**src/rtl/ccc_cfg_sequencer.sv**
```systemverilog
// Purpose: CCC bring-up sequencer - PLL reset, APB config writes, LOCK qualification, fabric reset release.
// Latency: all outputs registered; CCC_LOCK reaches the FSM through a 2-flop synchronizer.
// Backpressure: stalls in WR_WAIT while CCC_BUSY=1; APB access is fixed at one cycle (no PREADY).
//
// Ports:
//   PCLK, PRESET_N          : clock, async active-low reset
//   START                   : single-cycle (re)run request (IDLE/RUN/ERROR only)
//   CFG_ADDR / CFG_DATA     : NUM_BYTES packed 6-bit addresses / 8-bit data, held stable by the user
//   CCC_BUSY, CCC_LOCK      : CCC config-port busy, asynchronous PLL lock
//   PSEL/PENABLE/PWRITE/PADDR/PWDATA : APB write master
//   PLL_ARST_N, SYS_RESET_N, DONE, ERR, LOCK_LOST, STATE : PLL reset, fabric reset, status, debug state
module ccc_cfg_sequencer #(
  parameter int NUM_BYTES    = 4,
  parameter int RST_CYCLES   = 16,
  parameter int LOCK_STABLE  = 64,
  parameter int LOCK_TIMEOUT = 65535,
  parameter bit AUTO_START   = 1'b1
) (
  input  logic                   PCLK,
  input  logic                   PRESET_N,
  input  logic                   START,
  input  logic [6*NUM_BYTES-1:0] CFG_ADDR,
  input  logic [8*NUM_BYTES-1:0] CFG_DATA,
  input  logic                   CCC_BUSY,
  input  logic                   CCC_LOCK,
  output logic                   PSEL,
  output logic                   PENABLE,
  output logic                   PWRITE,
  output logic [5:0]             PADDR,
  output logic [7:0]             PWDATA,
  output logic                   PLL_ARST_N,
  output logic                   SYS_RESET_N,
  output logic                   DONE,
  output logic                   ERR,
  output logic                   LOCK_LOST,
  output logic [2:0]             STATE
);

  localparam int IDX_W = (NUM_BYTES > 1) ? $clog2(NUM_BYTES) : 1;
  localparam int RST_W = $clog2(RST_CYCLES + 1);
  localparam int STB_W = $clog2(LOCK_STABLE + 1);
  localparam int TMO_W = $clog2(LOCK_TIMEOUT + 1);

  typedef enum logic [2:0] {
    S_IDLE      = 3'd0,
    S_PLL_RST   = 3'd1,
    S_WR_WAIT   = 3'd2,
    S_WR_SETUP  = 3'd3,
    S_WR_ACCESS = 3'd4,
    S_WAIT_LOCK = 3'd5,
    S_RUN       = 3'd6,
    S_ERROR     = 3'd7
  } state_t;

  state_t           state_q, state_d;
  logic [IDX_W-1:0] idx_q, idx_d;
  logic [RST_W-1:0] rst_cnt_q, rst_cnt_d;
  logic [STB_W-1:0] stable_q, stable_d;
  logic [TMO_W-1:0] tmo_q, tmo_d;
  logic             auto_q, auto_d;
  logic             err_q, err_d;
  logic             lost_q, lost_d;
  logic [5:0]       paddr_q, paddr_d;
  logic [7:0]       pwdata_q, pwdata_d;
  logic             psel_q, penable_q, pwrite_q, pll_q, run_q;
  logic             psel_d, penable_d, pll_d, run_d;
  logic             sync1_q, lock_s_q;
  logic             start_ok;

  // Two-flop synchronizer: lock_s_q is the only form of CCC_LOCK the FSM sees.
  always_ff @(posedge PCLK or negedge PRESET_N) begin
    if (!PRESET_N) begin
      sync1_q  <= 1'b0;
      lock_s_q <= 1'b0;
    end else begin
      sync1_q  <= CCC_LOCK;
      lock_s_q <= sync1_q;
    end
  end

  assign start_ok = START && (state_q == S_IDLE || state_q == S_RUN || state_q == S_ERROR);

  always_comb begin
    state_d   = state_q;
    idx_d     = idx_q;
    rst_cnt_d = '0;
    stable_d  = '0;
    tmo_d     = '0;
    auto_d    = auto_q;
    err_d     = err_q;
    lost_d    = lost_q;
    paddr_d   = paddr_q;
    pwdata_d  = pwdata_q;

    case (state_q)
      S_IDLE: begin
        if (auto_q) begin
          state_d = S_PLL_RST;
          auto_d  = 1'b0;
        end
      end
      S_PLL_RST: begin
        idx_d = '0;
        if (rst_cnt_q == RST_W'(RST_CYCLES - 1)) state_d = S_WR_WAIT;
        else                                     rst_cnt_d = rst_cnt_q + 1'b1;
      end
      S_WR_WAIT: begin
        if (!CCC_BUSY) begin
          state_d  = S_WR_SETUP;
          // Address/data are loaded here so they are valid for the whole SETUP+ACCESS pair.
          paddr_d  = CFG_ADDR[6*int'(idx_q) +: 6];
          pwdata_d = CFG_DATA[8*int'(idx_q) +: 8];
        end
      end
      S_WR_SETUP: state_d = S_WR_ACCESS;
      S_WR_ACCESS: begin
        if (idx_q == IDX_W'(NUM_BYTES - 1)) begin
          state_d = S_WAIT_LOCK;
        end else begin
          idx_d   = idx_q + 1'b1;
          state_d = S_WR_WAIT;
        end
      end
      S_WAIT_LOCK: begin
        // Stable is checked first so a simultaneous timeout loses to lock.
        if (stable_q == STB_W'(LOCK_STABLE)) begin
          state_d = S_RUN;
        end else if (tmo_q == TMO_W'(LOCK_TIMEOUT)) begin
          state_d = S_ERROR;
        end else begin
          tmo_d    = tmo_q + 1'b1;
          stable_d = lock_s_q ? stable_q + 1'b1 : '0;
        end
      end
      S_RUN: begin
        if (!lock_s_q) begin
          state_d = S_WAIT_LOCK;
          lost_d  = 1'b1;
        end
      end
      S_ERROR: state_d = S_ERROR;
      default: state_d = S_IDLE;
    endcase

    // A restart overrides everything above, including a lock loss in the same cycle.
    if (start_ok) begin
      state_d = S_PLL_RST;
      auto_d  = 1'b0;
      err_d   = 1'b0;
      lost_d  = 1'b0;
    end
    if (state_d == S_ERROR) err_d = 1'b1;

    psel_d    = (state_d == S_WR_SETUP) || (state_d == S_WR_ACCESS);
    penable_d = (state_d == S_WR_ACCESS);
    pll_d     = (state_d == S_WAIT_LOCK) || (state_d == S_RUN);
    run_d     = (state_d == S_RUN);
  end

  always_ff @(posedge PCLK or negedge PRESET_N) begin
    if (!PRESET_N) begin
      state_q   <= S_IDLE;
      idx_q     <= '0;
      rst_cnt_q <= '0;
      stable_q  <= '0;
      tmo_q     <= '0;
      auto_q    <= AUTO_START;
      err_q     <= 1'b0;
      lost_q    <= 1'b0;
      paddr_q   <= '0;
      pwdata_q  <= '0;
      psel_q    <= 1'b0;
      penable_q <= 1'b0;
      pwrite_q  <= 1'b0;
      pll_q     <= 1'b0;
      run_q     <= 1'b0;
    end else begin
      state_q   <= state_d;
      idx_q     <= idx_d;
      rst_cnt_q <= rst_cnt_d;
      stable_q  <= stable_d;
      tmo_q     <= tmo_d;
      auto_q    <= auto_d;
      err_q     <= err_d;
      lost_q    <= lost_d;
      paddr_q   <= paddr_d;
      pwdata_q  <= pwdata_d;
      psel_q    <= psel_d;
      penable_q <= penable_d;
      pwrite_q  <= psel_d;
      pll_q     <= pll_d;
      run_q     <= run_d;
    end
  end

  assign PSEL        = psel_q;
  assign PENABLE     = penable_q;
  assign PWRITE      = pwrite_q;
  assign PADDR       = paddr_q;
  assign PWDATA      = pwdata_q;
  assign PLL_ARST_N  = pll_q;
  assign SYS_RESET_N = run_q;
  assign DONE        = run_q;
  assign ERR         = err_q;
  assign LOCK_LOST   = lost_q;
  assign STATE       = state_q;

endmodule

```
**config.mk**
```make
export PLATFORM = sky130hd
export DESIGN_NAME = ccc_cfg_sequencer
export DESIGN_NICKNAME = d
export VERILOG_FILES = /design/src/rtl/ccc_cfg_sequencer.sv
export SDC_FILE = /design/constraint.sdc
export NUM_CORES = 1
export LEC_CHECK = 0
export BUFFER_PORTS_ARGS = -buffer_cell sky130_fd_sc_hd__buf_2
export CELL_PAD_IN_SITES_DETAIL_PLACEMENT = 2
export CELL_PAD_IN_SITES_GLOBAL_PLACEMENT = 2
export CORE_MARGIN = 2
export CORE_UTILIZATION = 35
export CTS_BUF_LIST = sky130_fd_sc_hd__clkbuf_16
export CTS_CLUSTER_DIAMETER = 150
export CTS_CLUSTER_SIZE = 24
export DETAILED_ROUTE_END_ITERATION = 8
export GPL_TIMING_DRIVEN = 0
export PLACE_DENSITY_LB_ADDON = 0.1
export SYNTH_ARGS = -nofsm -noshare
export SYNTH_HDL_FRONTEND = slang
export SYNTH_SLANG_ARGS = --single-unit
```
**constraint.sdc**
```tcl
create_clock -name PCLK -period 2.8 [get_ports PCLK]
set_input_delay 0.42 -clock PCLK [delete_from_list [all_inputs] [get_ports PCLK]]
set_output_delay 0.42 -clock PCLK [all_outputs]
set_load 0.01 [all_outputs]
```
==> impl_summary.md <==
Hold path
The worst hold path belongs to the class input port to async pin.

Timing
Derived from the worst setup path, the maximum achievable clock frequency is 482 MHz. Setup violations remaining at the end of the flow were counted as 0. Clock skew on the completed layout was measured at 0.0107 ns. For the pin with the worst max-slew slack, the measured transition is 0.734 ns. The final hold violation count is 0. The final period demand of the worst path is 2.08 ns. For the final routed database, the setup TNS stands at 0 ns. The final number of max-transition violations came to 0. In the finished design, the share of the clock period the worst path needs comes to 74.1%.

Setup repair after global routing left no endpoint under its margin. The worst slew slack as a fraction of its limit is 51.1%. The final-layout worst hold slack is 0.188 ns.

CTS
Post-CTS timing repair inserted 0 buffers for setup. The total number of clock tree sinks is 56. The maximum count of clock buffers along a single path is 2. The TritonCTS buffer count is 5. Clock-pin slew was measured on the worst setup and hold paths at 0.08 ns. TritonCTS built the clock tree. The depth of the CTS H-tree is 2. In this run, post-CTS hold repair placed 0 buffers. The clock insertion delay at the later pin of the skew report is 0.30 ns. The number of gates resized after CTS was 0.

The library cell used as clock root buffer is sky130_fd_sc_hd__clkbuf_16.

Synth
The number of nets handed over by synthesis was 316. The largest family of logic cells by synthesized area is multiplexers. The commonest cells after synthesis are sky130_fd_sc_hd__dfrtp_1 (55), sky130_fd_sc_hd__nor2_1 (35), sky130_fd_sc_hd__mux2_2 (14), sky130_fd_sc_hd__mux4_2 (14). The most used standard cell by instance count after synthesis is sky130_fd_sc_hd__dfrtp_1. After synthesis, the share of cell area in mux cells is 17.0%. The distinct cell type count of the synthesized netlist is 50.

Summed over its instances, the top area cell type makes up 47.4% of the synthesized netlist area. Yosys printed 0 warnings. In the synthesized netlist the dominant register cell turns out to be sky130_fd_sc_hd__dfrtp_1. The most area-hungry cell type in the Yosys netlist is sky130_fd_sc_hd__dfrtp_1. The post-synth design cell area is 2910 µm². In this run the mean area of a mapped cell was 11.6 µm².

After synthesis, the cell types taking the most area are sky130_fd_sc_hd__dfrtp_1 (47%), sky130_fd_sc_hd__mux4_2 (11%), sky130_fd_sc_hd__mux2_2 (5.4%), sky130_fd_sc_hd__nor2_1 (4.5%), sky130_fd_sc_hd__xor2_1 (3.6%). Sequential elements use 48.3% of the synthesized area. The share of synthesized cell area in and, or, nand and nor gates is 15.5%. The synthesized instance count is 250. In the synthesized netlist the async set-or-reset flop fraction comes to 100%. The xor/xnor share of the synthesized area is 5.73%. The adder-cell share of the synthesized area is 2.15%. After synthesis the netlist holds a flip-flop and latch count of 56. The complex-gate fraction of the synthesized area is 7.19%. The number of enable flip-flop cells after synthesis is 0.

Floorplan
The core region is 8130 µm². The chip height is 95.1 µm. Row generation in the floorplan step produced 33 rows. For this configuration, the core starts out at a cell density of 35.7%. The area enclosed by the die boundary is 9050 µm². Measured along the x axis, the die boundary spans 95.1 µm. Pin placement for this block handled 86 I/O pins.

Worst setup path
STA puts the critical path data arrival time at 2.26 ns. Of all nets on the critical path, the largest fanout is 10. The worst setup path is captured at a register. The setup path with the least slack is of type register to register. STA puts the critical path data required time at 2.98 ns. The critical path launch point type is a register.

GRT
Global routing used 18.5% of the available tracks across all layers. For this run, global-route usage on met1 was measured as 21.5%. Entering global routing, the biggest net connects 57 pins. The most utilized layer in the global route result is met2. The total overflow left after global routing is 0. The via count of the first global-routing pass is 2,481. The met2 routing resource usage after global routing is 33.9%. The wire length of the first global-routing pass is 12.7 mm. The met3 capacity usage during global routing is 4.51%. The number of antenna violations at the first check in global routing was 0.

Layout
The relative area change from synthesis to final layout is 24.8%. The total inserted antenna cells is 0. After filler insertion, the fill cell instance count of the layout stands at 912. After the last flow step, the layout net total stands at 408.

The fraction of final layout cells with drive strength greater than 1 is 40.8%. Once layout is done, the placed cells without fillers occupy 3630 µm².

Drt
For this block, the via count after detailed routing is 2,298. The first routing iteration left 77 violations. The number of antenna-violating nets in the routed design is 0.

In the final routed layout, each cell accounts on average for 17.7 µm. Using the TritonRoute via totals, the vias-per-cell ratio works out to 5.13. For this run, design rule violations remaining after detail routing come to 0. Before antenna repair, the detailed router went through 4 iterations. Wires add up to 7.91 mm.

Place
The placed cell area is 3460 µm². The half-perimeter wire length after detailed placement is 6.05 mm. The count of buffers inserted at the top-level ports is 85. Routability-driven placement finished with a final weighted congestion of 0.723.

Power and ir drop
VDD sags by at most 0.000267 V. The power per cell area is 814 nW/µm². Overall power consumption after layout is estimated at 2.95 mW. The static leakage power is 1.69 nW.

Run status
The run finished with clean final reports.

Run
Max-cap violations in this run came to 0.
per-stage QoR:
step,cells,setup slack (ns),utilization (%)
after floorplan,250,1.04,-
after global placement,440,0.758,42.6
after detailed placement,440,0.652,42.6
after CTS,448,0.633,44.6
after global routing,448,0.545,44.6
final,448,0.724,44.6
final cells by class:
cell class              instances  area, µm²  share of cell area (%)
inverters                       9       33.8                   0.931
multi-input cells             172       1380                    38.0
clock inverters                 3       37.5                    1.03
plain buffers                  13       90.1                    2.48
flip-flops and latches         56       1400                    38.7
well taps                     105        131                    3.62
repair buffers                 85        428                    11.8
clock buffers                   5        125                    3.45
placed cells by master, fill, tap and decap left out, drive strengths merged, types with 2 or more instances in the layout:
cell type	synthesis	final
ha	5	5
and3	5	5
or2	3	3
a21oi	4	4
mux4	14	14
nand4	3	3
or3	3	3
and2	6	6
clkinv	0	2
mux2i	2	2
a21o	2	2
xnor2	7	7
buf	10	95
nor2b	3	3
o21ai	10	10
clkbuf	3	8
xor2	12	12
nor2	35	35
nand2	12	12
mux2	14	14
a22o	2	2
dfrtp	55	55
o2bb2ai	2	2
inv	9	9
a31oi	2	2
nor3	2	2
nand3	10	10
logic make-up after synthesis:
kind of cell	Yosys count
AOI/OAI and AO/OA	30
xor gates and xnor gates	19
adders and majority gates	5
buffers and inverters	22
DFF	56
muxes	30
and+or+nand+nor	88
report_power, final:
part           leakage (nW)  switching [mW]  internal, mW
logic                 0.878           0.609         0.527
registers             0.736           0.116         0.994
clock network        0.0789           0.290         0.417
total                  1.69            1.01          1.94
worst max-delay path, cell delays in order (launching register included):
cell and delay, ns:
sky130_fd_sc_hd__dfrtp_1 0.40, sky130_fd_sc_hd__ha_1 0.21, sky130_fd_sc_hd__nand3_1 0.21, sky130_fd_sc_hd__or3_4 0.41, sky130_fd_sc_hd__o21ai_2 0.35, sky130_fd_sc_hd__buf_2 0.30
sky130_fd_sc_hd__nor2_1 0.08
metal layers:
| metal | vias up | part of all wire, % |
|---|---|---|
| met1 | 1166 | 39 |
| met3 | 8 | 6.0 |
| met5 | - | 0 |
| li1 | 1069 | - |
| met4 | 0 | 1.3 |
| met2 | 55 | 54 |
final timing paths:
kind,from,end,slack (ns),cells past startpoint
min,PRESET_N,PWDATA[4],0.19,1
max reg2reg,tmo_q[0],tmo_q[14],0.72,6
max in group asynchronous,PRESET_N,LOCK_LOST,2.13,1
min reg2reg,sync1_q,lock_s_q,0.35,0
max,tmo_q[0],tmo_q[14],0.72,6
min in group PCLK,CCC_LOCK,sync1_q,0.23,1
state kept, by name (all words and copies together), names as in the netlist:
| name | cells |
|---|---|
| LOCK_LOST | 1 |
| STATE | 3 |
| PWRITE | 1 |
| sync1_q | 1 |
| stable_q | 7 |
| auto_q | 1 |
| ERR | 1 |
| PENABLE | 1 |
| rst_cnt_q | 5 |
| lock_s_q | 1 |
| PWDATA | 8 |
| PADDR | 6 |
| DONE | 1 |
| tmo_q | 16 |
| idx_q | 2 |
| PLL_ARST_N | 1 |
No activity file was read; power rests on OpenSTA's default activity.
